## config.mk

```make
export PLATFORM = sky130hd
export DESIGN_NAME = t03_mem_sequencer
export DESIGN_NICKNAME = d
export VERILOG_FILES = /design/src/rtl/t03_mem_sequencer.sv
export SDC_FILE = /design/constraint.sdc
export NUM_CORES = 1
export LEC_CHECK = 0
export ABC_AREA = 0
export CAP_MARGIN = 20
export CORE_UTILIZATION = 44
export CTS_BUF_LIST = sky130_fd_sc_hd__clkbuf_4 sky130_fd_sc_hd__clkbuf_8 sky130_fd_sc_hd__clkbuf_16
export CTS_CLUSTER_DIAMETER = 120
export DETAILED_ROUTE_END_ITERATION = 10
export PLACE_DENSITY = 0.92
export SETUP_SLACK_MARGIN = 0.3
export SLEW_MARGIN = 20
export SYNTH_ARGS = -nofsm -noshare
export SYNTH_HDL_FRONTEND = slang
export SYNTH_SLANG_ARGS = --single-unit
export TNS_END_PERCENT = 10
```

## constraint.sdc

```tcl
create_clock -name clk -period 3.47 [get_ports clk]
set_input_delay 0.347 -clock clk [delete_from_list [all_inputs] [get_ports clk]]
set_output_delay 0.347 -clock clk [all_outputs]
set_load 0.01 [all_outputs]
```

## src/rtl/t03_mem_sequencer.sv

```systemverilog
// t03_mem_sequencer: multicycle fetch/load/store sequencer on one memory bus (optional T03_PERF_CNT_EN perf counters)
module t03_mem_sequencer #(
  parameter int TIMEOUT_CYCLES = 255,
  parameter int RESET_FETCH_DELAY = 1
) (
  input  logic        clk,
  input  logic        rst,
  input  logic [31:0] pc,
  input  logic        memRead,
  input  logic        memWrite,
  input  logic [2:0]  dataWidth,
  input  logic [31:0] data_addr,
  input  logic [31:0] store_data,
  output logic [31:0] instr,
  output logic [31:0] load_data,
  output logic        commit,
  output logic        fault,
  output logic [1:0]  fault_code,
  output logic [31:0] bus_addr,
  output logic [31:0] bus_wdata,
  output logic [3:0]  bus_sel,
  output logic        bus_ren,
  output logic        bus_wen,
  input  logic [31:0] bus_rdata,
  input  logic        bus_ack
`ifdef T03_PERF_CNT_EN
  ,
  output logic [31:0] instret_cnt,
  output logic [31:0] stall_cnt
`endif
);
  typedef enum logic [2:0] {WAIT, FETCH, EXEC, DATA, WB, FAULT} state_t;
  state_t      state_q;
  logic [3:0]  wcnt_q;
  logic [15:0] tcnt_q;
  logic [31:0] instr_q, load_q;
  logic [1:0]  fc_q;
  logic        is_mem, bad_w, mis, tmo, fetch_s, data_s;
  logic [31:0] sh, ld_d, wdata_d;
  logic [3:0]  sel_d;
  assign is_mem  = memRead | memWrite;
  assign bad_w   = dataWidth[1:0] == 2'b11 || (dataWidth[2] && dataWidth[1]);
  assign mis     = (dataWidth[1:0] == 2'b01 && data_addr[0]) || (dataWidth[1:0] == 2'b10 && data_addr[1:0] != 2'b00);
  assign tmo     = tcnt_q == 16'(TIMEOUT_CYCLES - 1);
  assign fetch_s = !rst && state_q == FETCH;
  assign data_s  = !rst && state_q == DATA;
  assign sh      = bus_rdata >> {data_addr[1:0], 3'b000};
  assign ld_d    = dataWidth[1:0] == 2'b00 ? {{24{~dataWidth[2] & sh[7]}}, sh[7:0]}
                 : dataWidth[1:0] == 2'b01 ? {{16{~dataWidth[2] & sh[15]}}, sh[15:0]} : bus_rdata;
  assign sel_d   = dataWidth[1:0] == 2'b00 ? 4'b0001 << data_addr[1:0]
                 : dataWidth[1:0] == 2'b01 ? (data_addr[1] ? 4'b1100 : 4'b0011) : 4'b1111;
  assign wdata_d = dataWidth[1:0] == 2'b00 ? {4{store_data[7:0]}}
                 : dataWidth[1:0] == 2'b01 ? {2{store_data[15:0]}} : store_data;
  assign bus_ren    = fetch_s || (data_s && memRead);
  assign bus_wen    = data_s && memWrite && !memRead;
  assign bus_addr   = fetch_s ? {pc[31:2], 2'b00} : data_s ? {data_addr[31:2], 2'b00} : 32'h0;
  assign bus_sel    = fetch_s ? 4'b1111 : data_s ? sel_d : 4'b0000;
  assign bus_wdata  = bus_wen ? wdata_d : 32'h0;
  assign commit     = !rst && (state_q == WB || (state_q == EXEC && !is_mem));
  assign fault      = !rst && state_q == FAULT;
  assign fault_code = rst ? 2'b00 : fc_q;
  assign instr      = rst ? 32'h0 : instr_q;
  assign load_data  = rst ? 32'h0 : load_q;
  // sequencer FSM: wait, fetch, decode check, data access, writeback, halt
  always_ff @(posedge clk) begin
    if (rst) begin
      state_q <= WAIT;
      wcnt_q  <= '0;
      tcnt_q  <= '0;
      instr_q <= '0;
      load_q  <= '0;
      fc_q    <= '0;
    end else begin
      case (state_q)
        WAIT:
          if (wcnt_q == 4'(RESET_FETCH_DELAY)) begin
            state_q <= FETCH;
            tcnt_q  <= '0;
          end else wcnt_q <= wcnt_q + 4'd1;
        FETCH:
          if (bus_ack) begin
            instr_q <= bus_rdata;
            state_q <= EXEC;
          end else if (tmo) begin
            state_q <= FAULT;
            fc_q    <= 2'b11;
          end else tcnt_q <= tcnt_q + 16'd1;
        EXEC: begin
          tcnt_q <= '0;
          if ((memRead && memWrite) || (is_mem && bad_w)) begin
            state_q <= FAULT;
            fc_q    <= 2'b10;
          end else if (!is_mem) state_q <= FETCH;
          else if (mis) begin
            state_q <= FAULT;
            fc_q    <= 2'b01;
          end else state_q <= DATA;
        end
        DATA:
          if (bus_ack) begin
            if (memRead) load_q <= ld_d;
            state_q <= WB;
          end else if (tmo) begin
            state_q <= FAULT;
            fc_q    <= 2'b11;
          end else tcnt_q <= tcnt_q + 16'd1;
        WB: begin
          state_q <= FETCH;
          tcnt_q  <= '0;
        end
        default: state_q <= FAULT;
      endcase
    end
  end
`ifdef T03_PERF_CNT_EN
  // retired-instruction and bus-stall counters, naturally frozen in FAULT
  always_ff @(posedge clk) begin
    if (rst) begin
      instret_cnt <= '0;
      stall_cnt   <= '0;
    end else begin
      instret_cnt <= instret_cnt + {31'd0, commit};
      stall_cnt   <= stall_cnt + {31'd0, (fetch_s || data_s) && !bus_ack};
    end
  end
`endif
endmodule

```

==> flow_summary.toml, run 1 <==
[die]
start_util_pct = 46.1
coreArea_mm2 = 0.0117
die_w_um = 112
design.die.area_mm2 = 0.0127
fp.dieH_um = 112
rows = 39
ios = 274

[synth]
yosysMostFrequentCell = "nand2_1"
synth_area_leaders = "dfxtp_1 33%, nand2_1 11%, a21oi_1 6.4%, a22o_1 5.2%, a22oi_1 5.0%"
syn_inst = 737
netlist_area_mm2 = 0.00537
ys.warnings.count = 0
async_reset_ff_share_pct = 0
synth_largest_area_cell = "dfxtp_1"
synth_commonest_cells = "155 x nand2_1, 89 x dfxtp_1, 69 x a21oi_1"
synth_top_area_share_pct = 33.2
ys_seq_area_share_pct = 33.2
yosysUniqueCellTypes = 59
ys.flop_type = "dfxtp_1"
avgSynthCellArea_um2 = 7.29
synth_edf_count = 0
yosys_register_bits = 89

[worst_setup_path]
startpoint = "state_q[1]"
cp-start-kind = "register"
r2r_slack_ns = 1.03
cp_slowest_stage_delay_ns = 0.57
cp_slowest_cell = "clkdlybuf4s50_1"
crit_chain = "nor2b_1 -> and3_1 -> buf_4 -> a22o_1 -> clkdlybuf4s50_1"
r2r-start = "state_q[1]"
end_kind = "output pin"
timing.rr.end = "load_q[28]"
worstPathRequired_ns = 3.12
arrival_ns = 2.62
rr_worst_depth = 4
path_max_fanout = 35
critPathKind = "register to output pin"

[clock_tree]
root_buffer = "clkbuf_16"
clk_latency_ns = 0.35
cts_tree = "yes"
cts_sinks = 89
cts.clk_slew.worst_paths_ns = 0.06
cts.path.max_buffers = 2
cts_buffers = 9
h-tree-depth = 3

[sta]
rsz0062_at_grt = "false"
slew_violations = 0
timing.final.crit_share_pct = 85.5
period_minus_slack_ns = 2.97
skew_ns = 0.0147
fmax_mhz = 337
relSlewSlack_pct = 34.2
tightest_slew_ns = 0.981
setup_violations = 0
fin_setup_tns_ns = 0
hold_viol_final = 0

[route]
ant_nets = 0
routed_via_density = 5.56
dr.pass1.iters = 5
routed_wl_um = 19800
drc = 0
wl_per_cell_um = 17.6
vias = 6233
drt_iter0_markers = 669

[layout]
finish.net_count = 1112
drive_above_1_share_pct = 5.42
fillCellCount = 856
finalCoreUtilization_pct = 72.0
flow.area_growth_from_synthesis_pct = 56.3

[place]
dp_hpwl_um = 15200
gp_congestion = 0.865
io_buffers = 269

[hold_path]
hold_path_class = "register to register"
hp-start = "instr_q[21]"
min_path_cells = 2
min_to = "instr_q[21]"

[power_and_ir_drop]
powerDensity_mw_per_mm2 = 391
switching_share_pct = 34.5
p_switching_mw = 1.13
p_leak_nw = 3.40
p_int_mw = 2.15
clkPwrFrac_pct = 28.6
seqPwrFrac_pct = 35.7
combinationalPowerShare_pct = 35.8
ir_drop_v = 0.000280

[global_route]
grtUsageTotal_pct = 30.2
grt-ovfl-total = 0
grt_max_degree = 83
grt_pass1_vias = 5767
antenna_found_initial = 1
grt_first_pass_wirelength_um = 29900

[status]
status = "finished, final reports clean"

[flow_run]
maxCapViolations = 0
==> final cells by class <==
class,count,area [um2],share of cell area [%]
clock inverters,7,60.1,0.715
inverters,38,143,1.70
diodes,1,2.50,0.0298
multi-input cells,549,3200,38.2
well taps,143,179,2.13
clock buffers,9,225,2.68
repair buffers,285,2800,33.4
flip-flops and latches,89,1780,21.2
==> logic make-up (layout without fill, tap and decap cells) <==
| group | count (synthesis) | count (layout) | share of synthesized area (%) |
|---|---|---|---|
| xor+xnor | 9 | 9 | 1.47 |
| mux | 29 | 29 | 5.61 |
| flops | 89 | 89 | 33.2 |
| fa+ha+maj | 5 | 5 | 1.12 |
| simple gates | 319 | 319 | 28.0 |
| buf+inv | 100 | 339 | 7.38 |
| compound gates | 185 | 185 | 23.2 |
| other cells | 1 | 3 | 0.0698 |
==> flip-flops by register name (all words and copies together) (netlist names) <==
register,count
fc_q,2
instr_q,32
tcnt_q,16
load_q,32
state_q,3
wcnt_q,4
==> worst max-delay path: cells and delay by family (launching register included) <==
| family | cells | cell delay (ns) |
|---|---|---|
| compound gates | 1 | 0.26 |
| buf+inv | 2 | 0.92 |
| flops | 1 | 0.55 |
| simple gates | 2 | 0.54 |
==> routing by layer <==
| metal | GRT usage, % | part of all wire (%) | vias to the layer above |
|---|---|---|---|
| met1 | 37.6 | 40 | 2886 |
| met5 | 0 | 0 | - |
| li1 | - | - | 3002 |
| met4 | 12.4 | 3.0 | 0 |
| met2 | 52.1 | 50 | 306 |
| met3 | 4.86 | 7.8 | 39 |
==> metrics by stage <==
step	hold WS, ns	std cells	cell area, um2	total power, mW	setup slack, ns
after floorplan	0.432	738	5380	1.85	1.50
after global placement	0.437	1102	8100	2.32	0.538
after detailed placement	0.444	1102	8100	2.35	0.540
after CTS	0.452	1120	8400	3.28	0.540
after global routing	0.470	1121	8400	3.44	0.393
final	0.452	1121	8400	3.28	0.502
==> how the worst max path moves through the flow <==
stage / to / slack (ns) / cells past startpoint
final: bus_addr[21] / 0.50 / 5
after detailed placement: bus_wdata[10] / 0.54 / 6
after global routing: bus_addr[15] / 0.39 / 5
after CTS: bus_addr[21] / 0.54 / 5
after floorplan: bus_wdata[12] / 1.50 / 6
after global placement: bus_wdata[10] / 0.54 / 5
==> power by group through the flow <==
stage	Clock (mW)	Combinational [mW]	Sequential [mW]
after floorplan	0	0.691	1.16
after global placement	0	1.14	1.19
after detailed placement	0	1.16	1.19
after CTS	0.945	1.17	1.17
after global routing	0.991	1.27	1.18
final	0.938	1.17	1.17
==> placed cells by master (no fill, tap or decap), drive strengths merged, types with 10 or more instances in the layout <==
master           n
a211oi          10
a21oi           70
a22o            32
a22oi           36
and2            11
buf             18
clkdlybuf4s50  267
dfxtp           89
inv             41
mux2i           20
nand2          155
nor2            55
nor2b           42
o21ai           15
==> what timing repair did <==
item | CTS | global route
setup buffers | 2 | 0
endpoints found under the setup margin | 20 | 0
hold buffers | 0 | 0
gates resized for setup | 0 | 0
(Power assumes the default switching activity.)
==> run 2, diff against run 1 <==
Settings changed: CTS_CLUSTER_SIZE set to 28, RECOVER_POWER set to 50.
==> run 2 against run 1 <==
Critical path depth stayed put. Combinational power is 6% lower. Non-clock buffer count stayed put. Final cell count stayed put. Largest power group unchanged. Sequential cell count stayed put.
==> flow_summary.toml, run 2 (same netlist as run 1, synthesis figures left out) <==
[status]
status = "finished, final reports clean"

[place]
io_buffers = 269
dp_hpwl_um = 15200
gp_congestion = 0.865

[clock_tree]
cts_buffers = 9
cts.clk_slew.worst_paths_ns = 0.06
cts_resized = 0
root_buffer = "clkbuf_16"
h-tree-depth = 3
cts_tree = "yes"
cts_sinks = 89
cts.path.max_buffers = 2
clk_latency_ns = 0.35

[power_and_ir_drop]
powerDensity_mw_per_mm2 = 385
p_leak_nw = 3.60
combinationalPowerShare_pct = 34.3
p_switching_mw = 1.11
power_mw = 3.22
seqPwrFrac_pct = 36.4
clkPwrFrac_pct = 29.3
p_int_mw = 2.11
switching_share_pct = 34.5
ir_drop_v = 0.000254

[die]
design.die.area_mm2 = 0.0127
coreArea_mm2 = 0.0117
rows = 39
start_util_pct = 46.1
fp.dieH_um = 112
die_w_um = 112
ios = 274

[worst_setup_path]
critPathKind = "register to output pin"
cp-start-kind = "register"
end_kind = "output pin"
cp_slowest_stage_delay_ns = 0.57
path_buf_inv = 2
path_max_fanout = 35
crit_chain = "nor2b_1 -> and3_1 -> buf_4 -> a22o_1 -> clkdlybuf4s50_1"
cp_slowest_cell = "clkdlybuf4s50_1"
path_delay_family = "buffers and inverters"
worstPathRequired_ns = 3.12
arrival_ns = 2.62

[sta]
hold_viol_final = 0
timing.final.crit_share_pct = 85.5
fmax_mhz = 337
fin_setup_tns_ns = 0
setup_violations = 0
period_minus_slack_ns = 2.97
rsz0062_at_grt = "false"
relSlewSlack_pct = 12.5
skew_ns = 0.0139
tightest_slew_ns = 1.31
slew_violations = 0

[global_route]
grt-ovfl-total = 0
grt_max_degree = 83
grt_use_met3_pct = 4.86
grt_first_pass_wirelength_um = 29900
grtUsageTotal_pct = 30.2
top_usage_layer = "met2"
use_met2_pct = 52.1
globalRouteMet1Util_pct = 37.6
antenna_found_initial = 1
grt_pass1_vias = 5767

[layout]
drive_above_1_share_pct = 4.71
final_cell_mix = "202 x clkdlybuf4s50_1, 155 x nand2_1, 89 x dfxtp_1"
reg_top3 = "instr_q (32), load_q (32), tcnt_q (16)"
finish.net_count = 1112
flow.area_growth_from_synthesis_pct = 55.4
final_common_cell = "clkdlybuf4s50_1"

[route]
ant_nets = 0
routed_wl_um = 19800
drc = 0
dr.pass1.iters = 5
wl_per_cell_um = 17.7
vias = 6259
routed_via_density = 5.58
drt_iter0_markers = 600

[flow_run]
maxCapViolations = 0

[hold_path]
hold_path_class = "register to register"
[run 2: cell count changes in the layout (fill, tap and decap cells not counted), moves of 2 or more]
cell	change
clkbuf_1	+3
buf_4	-3
nor2_1	+2
clkdlybuf4s50_1	-65
dlygate4sd3_1	+65
[run 2: cell type report]
cell class / instances / area (um2)
fill: 868 / 3310
multi-input combinational: 549 / 3170
timing repair buffer: 285 / 2790
sequential: 89 / 1780
clock buffer: 9 / 225
tap: 143 / 179
inverter: 38 / 143
clock inverter: 7 / 60.1
antenna: 1 / 2.50
[run 2: routing by layer]
layer / part of all wire [%] / vias to the layer above
li1: - / 3001
met1: 40 / 2893
met2: 49 / 322
met3: 8.1 / 43
met4: 2.9 / 0
met5: 0 / -
[run 2: final timing paths]
check                                start           end  slack, ns  cells past startpoint
worst min register to register  instr_q[6]    instr_q[6]       0.45                      2
worst max register to register  state_q[0]    instr_q[9]       0.59                      5
worst min-delay path            instr_q[6]    instr_q[6]       0.45                      2
worst max-delay path            state_q[1]  bus_addr[21]       0.50                      5
[run 2: power by group through the flow]
| stage | Sequential (mW) | Clock [mW] | Combinational [mW] |
|---|---|---|---|
| floorplan | 1.16 | 0 | 0.691 |
| global placement | 1.19 | 0 | 1.14 |
| detailed placement | 1.19 | 0 | 1.16 |
| CTS | 1.17 | 0.945 | 1.17 |
| global route | 1.18 | 0.991 | 1.20 |
| finish | 1.17 | 0.941 | 1.10 |
[run 2: worst min-delay path, cell delays in order, from the launching register on]
cell and delay, ns:
dfxtp_1 0.30, nand2_1 0.05, a21oi_1 0.05
[run 2: timing repair]
action	CTS	global route
endpoints found under the setup margin	20	0
buffers inserted	2	0
hold buffers	0	0
[run 2: stage by stage]
| stage | hold WS [ns] | worst slack, ns | cell area (um2) | util [%] | cells |
|---|---|---|---|---|---|
| 2_1_floorplan | 0.432 | 1.50 | 5380 | - | 738 |
| 3_3_place_gp | 0.437 | 0.538 | 8100 | 69.4 | 1102 |
| 3_5_place_dp | 0.444 | 0.540 | 8100 | 69.4 | 1102 |
| 4_1_cts | 0.452 | 0.540 | 8400 | 72.0 | 1120 |
| 5_1_grt | 0.470 | 0.372 | 8350 | 71.6 | 1121 |
| 6_report | 0.451 | 0.502 | 8350 | 71.6 | 1121 |
